**src/rtl/bbqm_pkg.sv**
```systemverilog
// -----------------------------------------------------------------------------
// bbqm_pkg
// Shared constants and types for the bank queue manager queue controller.
//   PCOUNT_W        : queue counter width (max queue = 2**PCOUNT_W-1)
//   WTIME_W         : wait-time width, holds CUST_TIME*MAX_P
//   CUST_TIME       : service time per customer in display units
//   DEBOUNCE_CYCLES : stable cycles required per sensor level; only used when
//                     the BBQM_DEBOUNCE_EN macro is defined
//   edge_state_t    : per-sensor edge detector state
// -----------------------------------------------------------------------------
package bbqm_pkg;

  localparam int PCOUNT_W        = 3;
  localparam int WTIME_W         = 5;
  localparam int CUST_TIME       = 3;
  localparam int DEBOUNCE_CYCLES = 4;

  localparam int MAX_P           = (1 << PCOUNT_W) - 1;

  // Debounce counter only needs to reach DEBOUNCE_CYCLES-1.
  localparam int DB_CNT_W        = $clog2(DEBOUNCE_CYCLES + 1);

  typedef logic [PCOUNT_W-1:0] pcount_t;
  typedef logic [WTIME_W-1:0]  wtime_t;

  typedef enum logic [1:0] {
    IDLE_LOW = 2'd0,
    EDGE     = 2'd1,
    HIGH     = 2'd2
  } edge_state_t;

endpackage

```
**src/rtl/bbqm_wait_calc.sv**
```systemverilog
// -----------------------------------------------------------------------------
// bbqm_wait_calc
// Combinational estimated-wait calculation.
//   Wtime = 0                                   when next_p == 0
//   Wtime = floor(CUST_TIME*(next_p+T-1)/T)     otherwise, T = tcount, 0 -> 1
// Ports:
//   i_next_p  in  PCOUNT_W  queue count the outputs will show next cycle
//   i_tcount  in  2         open tellers (0 is treated as 1)
//   o_wtime   out WTIME_W   estimated wait time
// -----------------------------------------------------------------------------
module bbqm_wait_calc
  import bbqm_pkg::*;
(
  input  logic [PCOUNT_W-1:0] i_next_p,
  input  logic [1:0]          i_tcount,
  output logic [WTIME_W-1:0]  o_wtime
);

  // One spare bit over WTIME_W covers the numerator before division
  // (worst case CUST_TIME*(MAX_P+2) with three tellers).
  localparam int NUM_W = WTIME_W + 1;

  logic [1:0]       w_t;
  logic [NUM_W-1:0] w_num;
  logic [NUM_W-1:0] w_quot;

  always_comb begin
    w_t    = (i_tcount == 2'd0) ? 2'd1 : i_tcount;
    w_num  = NUM_W'(CUST_TIME) * (NUM_W'(i_next_p) + NUM_W'(w_t) - NUM_W'(1));
    w_quot = '0;
    // Divisor is only ever 1, 2 or 3, so use constant divides per case
    // instead of a general variable divider.
    case (w_t)
      2'd1:    w_quot = w_num;
      2'd2:    w_quot = w_num >> 1;
      default: w_quot = w_num / NUM_W'(3);
    endcase
    o_wtime = (i_next_p == '0) ? '0 : WTIME_W'(w_quot);
  end

endmodule

```
**src/rtl/bbqm_queue_ctrl.sv**
```systemverilog
// -----------------------------------------------------------------------------
// bbqm_queue_ctrl
// Counts customers in the bank queue from two photocells and produces the
// estimated wait time for the 7-segment display stage. All outputs registered.
//
// Ports:
//   clk         in   1         system clock, rising edge
//   rst_n       in   1         asynchronous active-low reset
//   sensor_in   in   1         front photocell, rising edge = customer joins
//   sensor_out  in   1         rear photocell, rising edge = customer leaves
//   Tcount      in   2         open tellers, 1..3 (0 treated as 1)
//   Pcount      out  PCOUNT_W  customers in queue
//   Wtime       out  WTIME_W   estimated wait time
//   full_flag   out  1         Pcount == MAX_P
//   empty_flag  out  1         Pcount == 0
//   err_pulse   out  1         one-cycle pulse on a rejected join/leave
//
// Optional build macro: BBQM_DEBOUNCE_EN
//   Adds a per-sensor stability filter of DEBOUNCE_CYCLES clocks between the
//   synchronizer and the edge detector (latency 2+DEBOUNCE_CYCLES clocks).
// -----------------------------------------------------------------------------
module bbqm_queue_ctrl
  import bbqm_pkg::*;
(
  input  logic                clk,
  input  logic                rst_n,
  input  logic                sensor_in,
  input  logic                sensor_out,
  input  logic [1:0]          Tcount,
  output logic [PCOUNT_W-1:0] Pcount,
  output logic [WTIME_W-1:0]  Wtime,
  output logic                full_flag,
  output logic                empty_flag,
  output logic                err_pulse
);

  // Index 0 = join sensor, index 1 = leave sensor.
  logic [1:0] w_sensor;
  logic [1:0] w_event;

  assign w_sensor = {sensor_out, sensor_in};

  // ---------------------------------------------------------------------------
  // Per-sensor synchronizer, optional filter and edge detector
  // ---------------------------------------------------------------------------
  genvar gi;
  generate
    for (gi = 0; gi < 2; gi++) begin : g_sensor
      logic        r_sync1;
      logic        r_sync2;
      logic [1:0]  r_fill;
      edge_state_t r_state;
      edge_state_t w_state_next;
      logic        w_lvl;
      logic        w_lvl_vld;

      // r_fill marks when the synchronizer holds real samples rather than
      // its reset zeros, so a zero left over from reset is never mistaken
      // for the sensor having been low.
      always_ff @(posedge clk or negedge rst_n) begin
        if (!rst_n) begin
          r_sync1 <= 1'b0;
          r_sync2 <= 1'b0;
          r_fill  <= 2'b00;
        end else begin
          r_sync1 <= w_sensor[gi];
          r_sync2 <= r_sync1;
          r_fill  <= {r_fill[0], 1'b1};
        end
      end

`ifdef BBQM_DEBOUNCE_EN
      logic                r_filt;
      logic                r_filt_vld;
      logic [DB_CNT_W-1:0] r_db_cnt;

      // The filtered level is seeded from the first real sample, then only
      // follows sync2 after DEBOUNCE_CYCLES consecutive differing clocks.
      always_ff @(posedge clk or negedge rst_n) begin
        if (!rst_n) begin
          r_filt     <= 1'b0;
          r_filt_vld <= 1'b0;
          r_db_cnt   <= '0;
        end else if (!r_filt_vld) begin
          if (r_fill[1]) begin
            r_filt     <= r_sync2;
            r_filt_vld <= 1'b1;
          end
          r_db_cnt <= '0;
        end else if (r_sync2 != r_filt) begin
          if (r_db_cnt == DB_CNT_W'(DEBOUNCE_CYCLES - 1)) begin
            r_filt   <= r_sync2;
            r_db_cnt <= '0;
          end else begin
            r_db_cnt <= r_db_cnt + DB_CNT_W'(1);
          end
        end else begin
          r_db_cnt <= '0;
        end
      end

      assign w_lvl     = r_filt;
      assign w_lvl_vld = r_filt_vld;
`else
      assign w_lvl     = r_sync2;
      assign w_lvl_vld = r_fill[1];
`endif

      // Starting in HIGH means a sensor already high out of reset must be
      // seen low before it can produce an event.
      always_ff @(posedge clk or negedge rst_n) begin
        if (!rst_n) begin
          r_state <= HIGH;
        end else begin
          r_state <= w_state_next;
        end
      end

      always_comb begin
        w_state_next = r_state;
        case (r_state)
          IDLE_LOW: if (w_lvl)               w_state_next = EDGE;
          EDGE:     w_state_next = w_lvl ? HIGH : IDLE_LOW;
          HIGH:     if (w_lvl_vld && !w_lvl) w_state_next = IDLE_LOW;
          default:  w_state_next = HIGH;
        endcase
      end

      // The event is decoded on the IDLE_LOW->EDGE transition itself so the
      // count registers update two clocks after the sampling edge; EDGE then
      // guarantees exactly one event per high level.
      assign w_event[gi] = (r_state == IDLE_LOW) && w_lvl;
    end
  endgenerate

  // ---------------------------------------------------------------------------
  // Queue counter
  // ---------------------------------------------------------------------------
  logic [PCOUNT_W-1:0] r_pcount;
  logic [WTIME_W-1:0]  r_wtime;
  logic                r_full;
  logic                r_empty;
  logic                r_err;

  logic [PCOUNT_W-1:0] w_next_p;
  logic [WTIME_W-1:0]  w_wtime_next;
  logic                w_err;
  logic                w_join;
  logic                w_leave;

  assign w_join  = w_event[0];
  assign w_leave = w_event[1];

  // Simultaneous join and leave cancel out and are never an error.
  always_comb begin
    w_next_p = r_pcount;
    w_err    = 1'b0;
    if (w_join && !w_leave) begin
      if (r_pcount == PCOUNT_W'(MAX_P)) begin
        w_err = 1'b1;
      end else begin
        w_next_p = r_pcount + PCOUNT_W'(1);
      end
    end else if (w_leave && !w_join) begin
      if (r_pcount == '0) begin
        w_err = 1'b1;
      end else begin
        w_next_p = r_pcount - PCOUNT_W'(1);
      end
    end
  end

  bbqm_wait_calc u_wait_calc (
    .i_next_p (w_next_p),
    .i_tcount (Tcount),
    .o_wtime  (w_wtime_next)
  );

  // Wait time and flags come from the next count so they change on the
  // same edge as Pcount; a Tcount change alone still refreshes Wtime.
  always_ff @(posedge clk or negedge rst_n) begin
    if (!rst_n) begin
      r_pcount <= '0;
      r_wtime  <= '0;
      r_full   <= 1'b0;
      r_empty  <= 1'b1;
      r_err    <= 1'b0;
    end else begin
      r_pcount <= w_next_p;
      r_wtime  <= w_wtime_next;
      r_full   <= (w_next_p == PCOUNT_W'(MAX_P));
      r_empty  <= (w_next_p == '0);
      r_err    <= w_err;
    end
  end

  assign Pcount     = r_pcount;
  assign Wtime      = r_wtime;
  assign full_flag  = r_full;
  assign empty_flag = r_empty;
  assign err_pulse  = r_err;

endmodule
```
**config.mk**
```make
export PLATFORM = sky130hd
export DESIGN_NAME = bbqm_queue_ctrl
export DESIGN_NICKNAME = d
export VERILOG_FILES = /design/src/rtl/bbqm_pkg.sv /design/src/rtl/bbqm_wait_calc.sv /design/src/rtl/bbqm_queue_ctrl.sv
export SDC_FILE = /design/constraint.sdc
export NUM_CORES = 1
export LEC_CHECK = 0
export CORE_MARGIN = 2
export CORE_UTILIZATION = 50
export CTS_CLUSTER_SIZE = 14
export DETAILED_ROUTE_END_ITERATION = 8
export PLACE_DENSITY_LB_ADDON = 0.12
export SLEW_MARGIN = 30
export SYNTH_ARGS = -nofsm -noshare
export SYNTH_HDL_FRONTEND = slang
export SYNTH_SLANG_ARGS = --single-unit
```
**constraint.sdc**
```tcl
create_clock -name clk -period 5.5 [get_ports clk]
set_input_delay 1.1 -clock clk [delete_from_list [all_inputs] [get_ports clk]]
set_output_delay 1.1 -clock clk [all_outputs]
set_load 0.005 [all_outputs]
```
## After elaboration in Yosys (flattened, before gate mapping)

Cells that the tools add are included.

| word-level totals | value |
|---|---|
| word-level logic and storage cells | 67 |
| bits of input ports | 6 |
| register bits after elaboration | 23 |

| cells by class | value |
|---|---|
| div/mod/pow operators | 1 |
| $mul | 1 |
| equal/unequal tests | 12 |
| multiplexer cells | 19 |
| add/sub/neg operators | 4 |
| reductions and logical operators | 17 |

Operators by type and width:

| kind | count |
|---|---|
| 2-bit two-way mux | 7 |
| 3-bit two-way mux | 4 |
| 2-bit one-hot mux with 3 select lines | 2 |
| 5-bit one-hot mux with 2 select lines | 1 |
| 2-bit inequality test (second input constant) | 4 |
| 6-bit by 2-bit divider with 6-bit output (second input constant) | 1 |
| 2-bit by 1-bit equality test with 1-bit output (second input constant) | 3 |
| 2-bit equality test (second input constant) | 3 |
| 3-bit equality test (second input constant) | 2 |
| 1-bit logical AND | 6 |
| 2-bit zero test | 3 |
| 3-bit zero test | 2 |
| 2-bit by 6-bit multiplier with 6-bit output (first input constant) | 1 |
| 6-bit by 1-bit subtractor with 6-bit output (second input constant) | 1 |
| 5-bit two-way mux | 1 |
| 3-bit by 2-bit adder with 4-bit output | 1 |
| 1-bit zero test | 4 |
| 1-bit two-way mux | 4 |
| 2-bit AND reduction | 2 |
| 3-bit by 1-bit adder with 3-bit output (second input constant) | 1 |
| 3-bit by 1-bit subtractor with 3-bit output (second input constant) | 1 |

## Longest topological paths before layout

| logic depth | value |
|---|---|
| word-level depth | 12 |
| depth in mapped cells | 24 |

## Modules after synthesis

A second synthesis with hierarchy kept.

| unflattened totals | value |
|---|---|
| cells, all modules | 197 |
| area total of the unflattened synthesis | 1742.9 um^2 |

Modules (own cells, without submodules):

| module | area an instance (um^2) | cells an instance | instances |
|---|---|---|---|
| bbqm_wait_calc | 909.6 | 130 | 1 |
| bbqm_queue_ctrl | 833.3 | 67 | 1 |

## Worst setup path before layout

No wires, ideal clock.

| timing path | value |
|---|---|
| kind | input -> register |
| from | in Tcount[1] |
| to | reg r_wtime[0] (netlist: Wtime[0]) |
| stages | 19 |
| arrival time | 5.432 ns |
| slack | -0.019 ns |
| library setup time | 0.087 ns |
| data required time | 5.413 ns |
| path through | clkbuf_1 > nand2b_1 > ha_1 > fa_1 > inv_1 > ha_1 > xnor2_1 > xnor2_1 > ha_1 > a21o_1 > a21oi_2 > xor2_1 > nor2_1 > mux2_2 > mux2i_1 > ha_1 > nor3b_1 > mux2_1 > a211oi_2 |

| on the way | value |
|---|---|
| cells in the longest elaborated chain, start to end | 8 |
| elaborated cells between the ends (all ways) | 10 |
| classes of those cells | 2 x add/sub; 1 x mul; 1 x div; 2 x eq/ne; 3 x mux; 1 x reduce/logical |

RTL lines:

| element | line | source |
|---|---|---|
| start: declaration | bbqm_queue_ctrl.sv:29 | `input logic [1:0] Tcount,` |
| 2-bit zero test | bbqm_wait_calc.sv:28 | `w_t = (i_tcount == 2'd0) ? 2'd1 : i_tcount;` |
| 2-bit two-way mux (*) | bbqm_wait_calc.sv:28 |  |
| 3-bit by 2-bit adder with 4-bit output | bbqm_wait_calc.sv:29 | `w_num = NUM_W'(CUST_TIME) * (NUM_W'(i_next_p) + NUM_W'(w_t) - NUM_W'(1));` |
| 6-bit by 1-bit subtractor with 6-bit output | bbqm_wait_calc.sv:29 |  |
| 2-bit by 6-bit multiplier with 6-bit output | bbqm_wait_calc.sv:29 |  |
| 6-bit by 2-bit divider with 6-bit output | bbqm_wait_calc.sv:36 | `default: w_quot = w_num / NUM_W'(3);` |
| 5-bit one-hot mux with 2 select lines (*) | bbqm_wait_calc.sv:33 | `case (w_t)` |
| 5-bit two-way mux (*) | bbqm_wait_calc.sv:38 | `o_wtime = (i_next_p == '0) ? '0 : WTIME_W'(w_quot);` |
| named net u_wait_calc.o_wtime[0] | bbqm_wait_calc.sv:16 | `output logic [WTIME_W-1:0] o_wtime` |
| end signal: assignment | bbqm_queue_ctrl.sv:190 | `r_wtime <= w_wtime_next;` |
| end: declaration | bbqm_queue_ctrl.sv:140 | `logic [WTIME_W-1:0] r_wtime;` |

The timed path passes the listed nets; every way through them passes the cells marked *.
A chain may end at the register's enable or synchronous reset.

## Worst setup path after layout

| timing path | value |
|---|---|
| from | reg g_sensor[0].r_state[0] |
| to | reg r_wtime[0] (netlist: Wtime[0]) |

| on the way | value |
|---|---|
| cells in the longest elaborated chain, start to end | 12 |
| elaborated cells between the ends (all ways) | 14 |
| classes of those cells | 2 x add/sub; 1 x mul; 1 x div; 4 x mux; 6 x reduce/logical |

RTL lines:

| element | line | source |
|---|---|---|
| start: declaration | bbqm_queue_ctrl.sv:52 | `edge_state_t r_state;` |
| start signal: assignment | bbqm_queue_ctrl.sv:115 | `r_state <= w_state_next;` |
| 2-bit zero test (*) | bbqm_queue_ctrl.sv:132 | `assign w_event[gi] = (r_state == IDLE_LOW) && w_lvl;` |
| 1-bit logical AND (*) | bbqm_queue_ctrl.sv:132 |  |
| 1-bit zero test | bbqm_queue_ctrl.sv:164 | `end else if (w_leave && !w_join) begin` |
| 1-bit logical AND | bbqm_queue_ctrl.sv:164 |  |
| 3-bit two-way mux | bbqm_queue_ctrl.sv:164 |  |
| 3-bit two-way mux (*) | bbqm_queue_ctrl.sv:158 | `if (w_join && !w_leave) begin` |
| named net u_wait_calc.i_next_p[0] | bbqm_wait_calc.sv:14 | `input logic [PCOUNT_W-1:0] i_next_p,` |
| 3-bit by 2-bit adder with 4-bit output | bbqm_wait_calc.sv:29 |  |
| 6-bit by 1-bit subtractor with 6-bit output | bbqm_wait_calc.sv:29 |  |
| 2-bit by 6-bit multiplier with 6-bit output | bbqm_wait_calc.sv:29 |  |
| 6-bit by 2-bit divider with 6-bit output | bbqm_wait_calc.sv:36 |  |
| 5-bit one-hot mux with 2 select lines | bbqm_wait_calc.sv:33 |  |
| 5-bit two-way mux (*) | bbqm_wait_calc.sv:38 |  |
| named net u_wait_calc.o_wtime[0] | bbqm_wait_calc.sv:16 |  |

Marked as above.

==> out/qor.yml <==
yosys:
  yosys_most_used_dff: "dfrtp_1"
  synth_cells: 151
  synth_area_um2: 1491
  yosys.area_share.adder: 0.1426
  synth.most_common_cell: "dfrtp_1"
  synth.distinct_cells: 48
  ys_ff_latch: 21
  synth_commonest_cells: "18 x dfrtp_1, 14 x nand2_1, 13 x ha_1"
  synth_area_leader_cell: "dfrtp_1"
  ys_seq_area_frac: 0.3549
  syn_nets: 172
  synth_edf_count: 0
  ys_warn_count: 0
  synth_compound_area_frac: 0.1846
  async_reset_ff_frac: 1.000
  synth_mux_area_frac: 0.02852
  synth_area_leaders: "dfrtp_1 30%, ha_1 11%, dfstp_2 5.3%"
  synthXorXnorAreaFrac: 0.07131
  synth_top_area_frac: 0.3020
  yosys.area_share.simple: 0.1854
  syn_area_per_cell_um2: 9.877
  synth_top_family_by_area: "simple AND/OR/NAND/NOR gates"
final_layout:
  syn_to_final_growth_pct: 29.70
  diodes: 0
  nNetsFinal: 214
  stdcell_count: 223
  drive_gt1_frac: 0.2656
  fin_util: 0.6896
detailed_routing:
  drt-wirelength-per-cell_um: 15.06
  num_vias: 1236
  route.detailed.drc: 3
  wl_mm: 3.358
  first_pass_iters: 6
  drt-initial-drc-count: 45
  ant_nets: 0
  routed_via_density: 5.543
clock_network:
  cts_made_buffers: 3
  cts-root-buf: "clkbuf_4"
  clk_pin_slew_ps: 110
  tritoncts: "done"
  clkSinkCount: 21
  clk-insertion-delay-late_ps: 290
  cts_max_path_buffers: 2
  cts_hold_buf: 0
  htree_levels: 1
placement:
  gp_routability_congestion: 0.8655
  dp_cells: 212
  hpwl_mm: 2.505
  pre_cts_ws_ps: -134.7
  port_buffers: 16
floorplan:
  row_count: 19
  die_w_um: 58.62
  num_io_pins: 17
  dieArea_um2: 3436
  core-area_um2: 2805
  start_util: 0.5317
  die_h_um: 58.62
timing:
  fin_skew_ps: 2.484
  fin_setup_tns_ps: 0
  postLayoutSetupSlackWorst_ps: 236.8
  max_clock_freq_mhz: 190.0
  maxSlewHeadroom: 0.4693
  worst_slew_pin_slew_ps: 789.9
  setup-violations-final: 0
  report.final.slew_viol_count: 0
  finalCriticalPeriod_ps: 5263
  fin_crit_sh: 0.9569
  final_hold_viol_count: 0
global_route:
  use_met1: 0.2603
  overflow: 0
  antenna_found_initial: 0
  grt_pass1_wl_mm: 5.313
  grt_util_met3: 0.02198
  grtUsageMet2: 0.3579
  grt_usage: 0.2032
  grt_max_degree: 22
  busiest_layer: "met2"
  first_global_vias: 1178
setup_path:
  critPathLaunch: "g_sensor[0].r_state[0]$_DFFE_PN0P_"
  rrSetupSlack_ps: 240
  crit_arrival_ps: 5470
  setup.worst_path.end: "Wtime[0]$_DFF_PN0_"
  setup.worst_path.start_class: "flip-flop"
  crit_required_ps: 5710
  r2r_cells: 24
  reg2reg_from: "g_sensor[0].r_state[0]$_DFFE_PN0P_"
  regToRegEndpoint: "Wtime[0]$_DFF_PN0_"
  critPathMaxFanout: 4
  critPathCaptureType: "flip-flop"
  crit_type: "reg -> reg"
run_status:
  outcome: "finished with violations"
  violations: "DRC"
job:
  max_cap_violations: 0
min_path:
  hp-class: "reg -> reg"
stage by stage:
stage	hold slack [ps]	area (um^2)
after floorplan	331.2	1499
after global placement	332.6	1810
after detailed placement	336.5	1810
after CTS	361.8	1837
after global routing	368.1	1934
final	359.9	1934
cells in the final DEF, fill, tap and decap left out, types with 2 or more instances in the layout:
| cell type | synthesis | layout |
|---|---|---|
| buf_4 | 0 | 23 |
| dfrtp_1 | 18 | 18 |
| clkdlybuf4s50_1 | 0 | 15 |
| nand2_1 | 14 | 14 |
| ha_1 | 13 | 11 |
| nor2_1 | 10 | 10 |
| a21oi_1 | 10 | 10 |
| inv_1 | 10 | 9 |
| nor3_1 | 5 | 5 |
| o21ai_0 | 5 | 5 |
| a21o_1 | 4 | 4 |
| nor2b_1 | 4 | 4 |
| a211oi_1 | 3 | 3 |
| xnor2_1 | 5 | 3 |
| and2_1 | 3 | 3 |
| clkbuf_4 | 0 | 3 |
| dfstp_2 | 3 | 3 |
| and3_1 | 2 | 2 |
| xnor2_2 | 0 | 2 |
| xor2_1 | 4 | 2 |
| nand2b_1 | 2 | 2 |
| xor2_2 | 0 | 2 |
| o22ai_1 | 2 | 2 |
| a311oi_1 | 2 | 2 |
| mux2_4 | 0 | 2 |
| fa_1 | 2 | 2 |
| ha_2 | 0 | 2 |
flip-flops by register name, summed over array words and instances, names as in the netlist:
name	count
Wtime	5
g_sensor.r_state	4
empty_flag	1
g_sensor.r_fill	2
g_sensor.r_sync2	2
Pcount	3
full_flag	1
err_pulse	1
g_sensor.r_sync1	2
final cells by class:
class,count,area (um^2)
repair buffers,39,327.8
flip-flops and latches,21,529.3
clock buffers,4,26.28
well taps,31,38.79
fillers,245,870.8
inverters,10,37.54
multi-input cells,118,974.7
routing by layer:
layer	vias to the layer above	wire [um]
li1	617	-
met1	598	1467
met2	17	1782
met3	4	62
met4	0	45
met5	-	0
kinds of logic after synthesis:
family	after synthesis
compound gates	38
xor+xnor	10
fa+ha+maj	16
buf+inv	12
flops	21
mux	4
other cells	1
simple gates	49
worst min path at each step:
stage / startpoint / to / slack, ps / cells past startpoint
5_1_grt: g_sensor[1].r_sync1$_DFF_PN0_ / g_sensor[1].r_sync2$_DFF_PN0_ / 370 / 0
4_1_cts: g_sensor[1].r_sync1$_DFF_PN0_ / g_sensor[1].r_sync2$_DFF_PN0_ / 360 / 0
2_1_floorplan: g_sensor[1].r_fill[0]$_DFF_PN0_ / g_sensor[0].r_fill[1]$_DFF_PN0_ / 330 / 0
6_report: g_sensor[1].r_fill[0]$_DFF_PN0_ / g_sensor[0].r_fill[1]$_DFF_PN0_ / 360 / 0
3_5_place_dp: g_sensor[1].r_sync1$_DFF_PN0_ / g_sensor[1].r_sync2$_DFF_PN0_ / 340 / 0
3_3_place_gp: g_sensor[1].r_sync1$_DFF_PN0_ / g_sensor[1].r_sync2$_DFF_PN0_ / 330 / 0
worst max-delay path: stages (launching register included):
cell      delay (ps)
dfrtp_1          420
or3b_4           430
inv_2             90
a21o_1           120
mux2i_1           90
xnor2_1          230
inv_1            100
ha_2             200
fa_1             530
inv_1             60
ha_2             200
xnor2_2          150
xnor2_2          260
ha_1             280
a21o_1           170
a21oi_2          190
xor2_2           100
and2_1           180
mux2_4           290
mux2i_2          180
ha_1             260
nor3b_2          170
a21oi_1          220
a221oi_2          70
a211oi_2         200
what timing repair did:
item | CTS | global route
endpoints found under the setup margin | 0 | 1
endpoints found under the hold margin | 0 | 0
buffers inserted | 0 | 7
gates resized for setup | 0 | 11
Power is not shown: default switching activity piles up to over one toggle a cycle in this logic, so the estimate is an artifact.
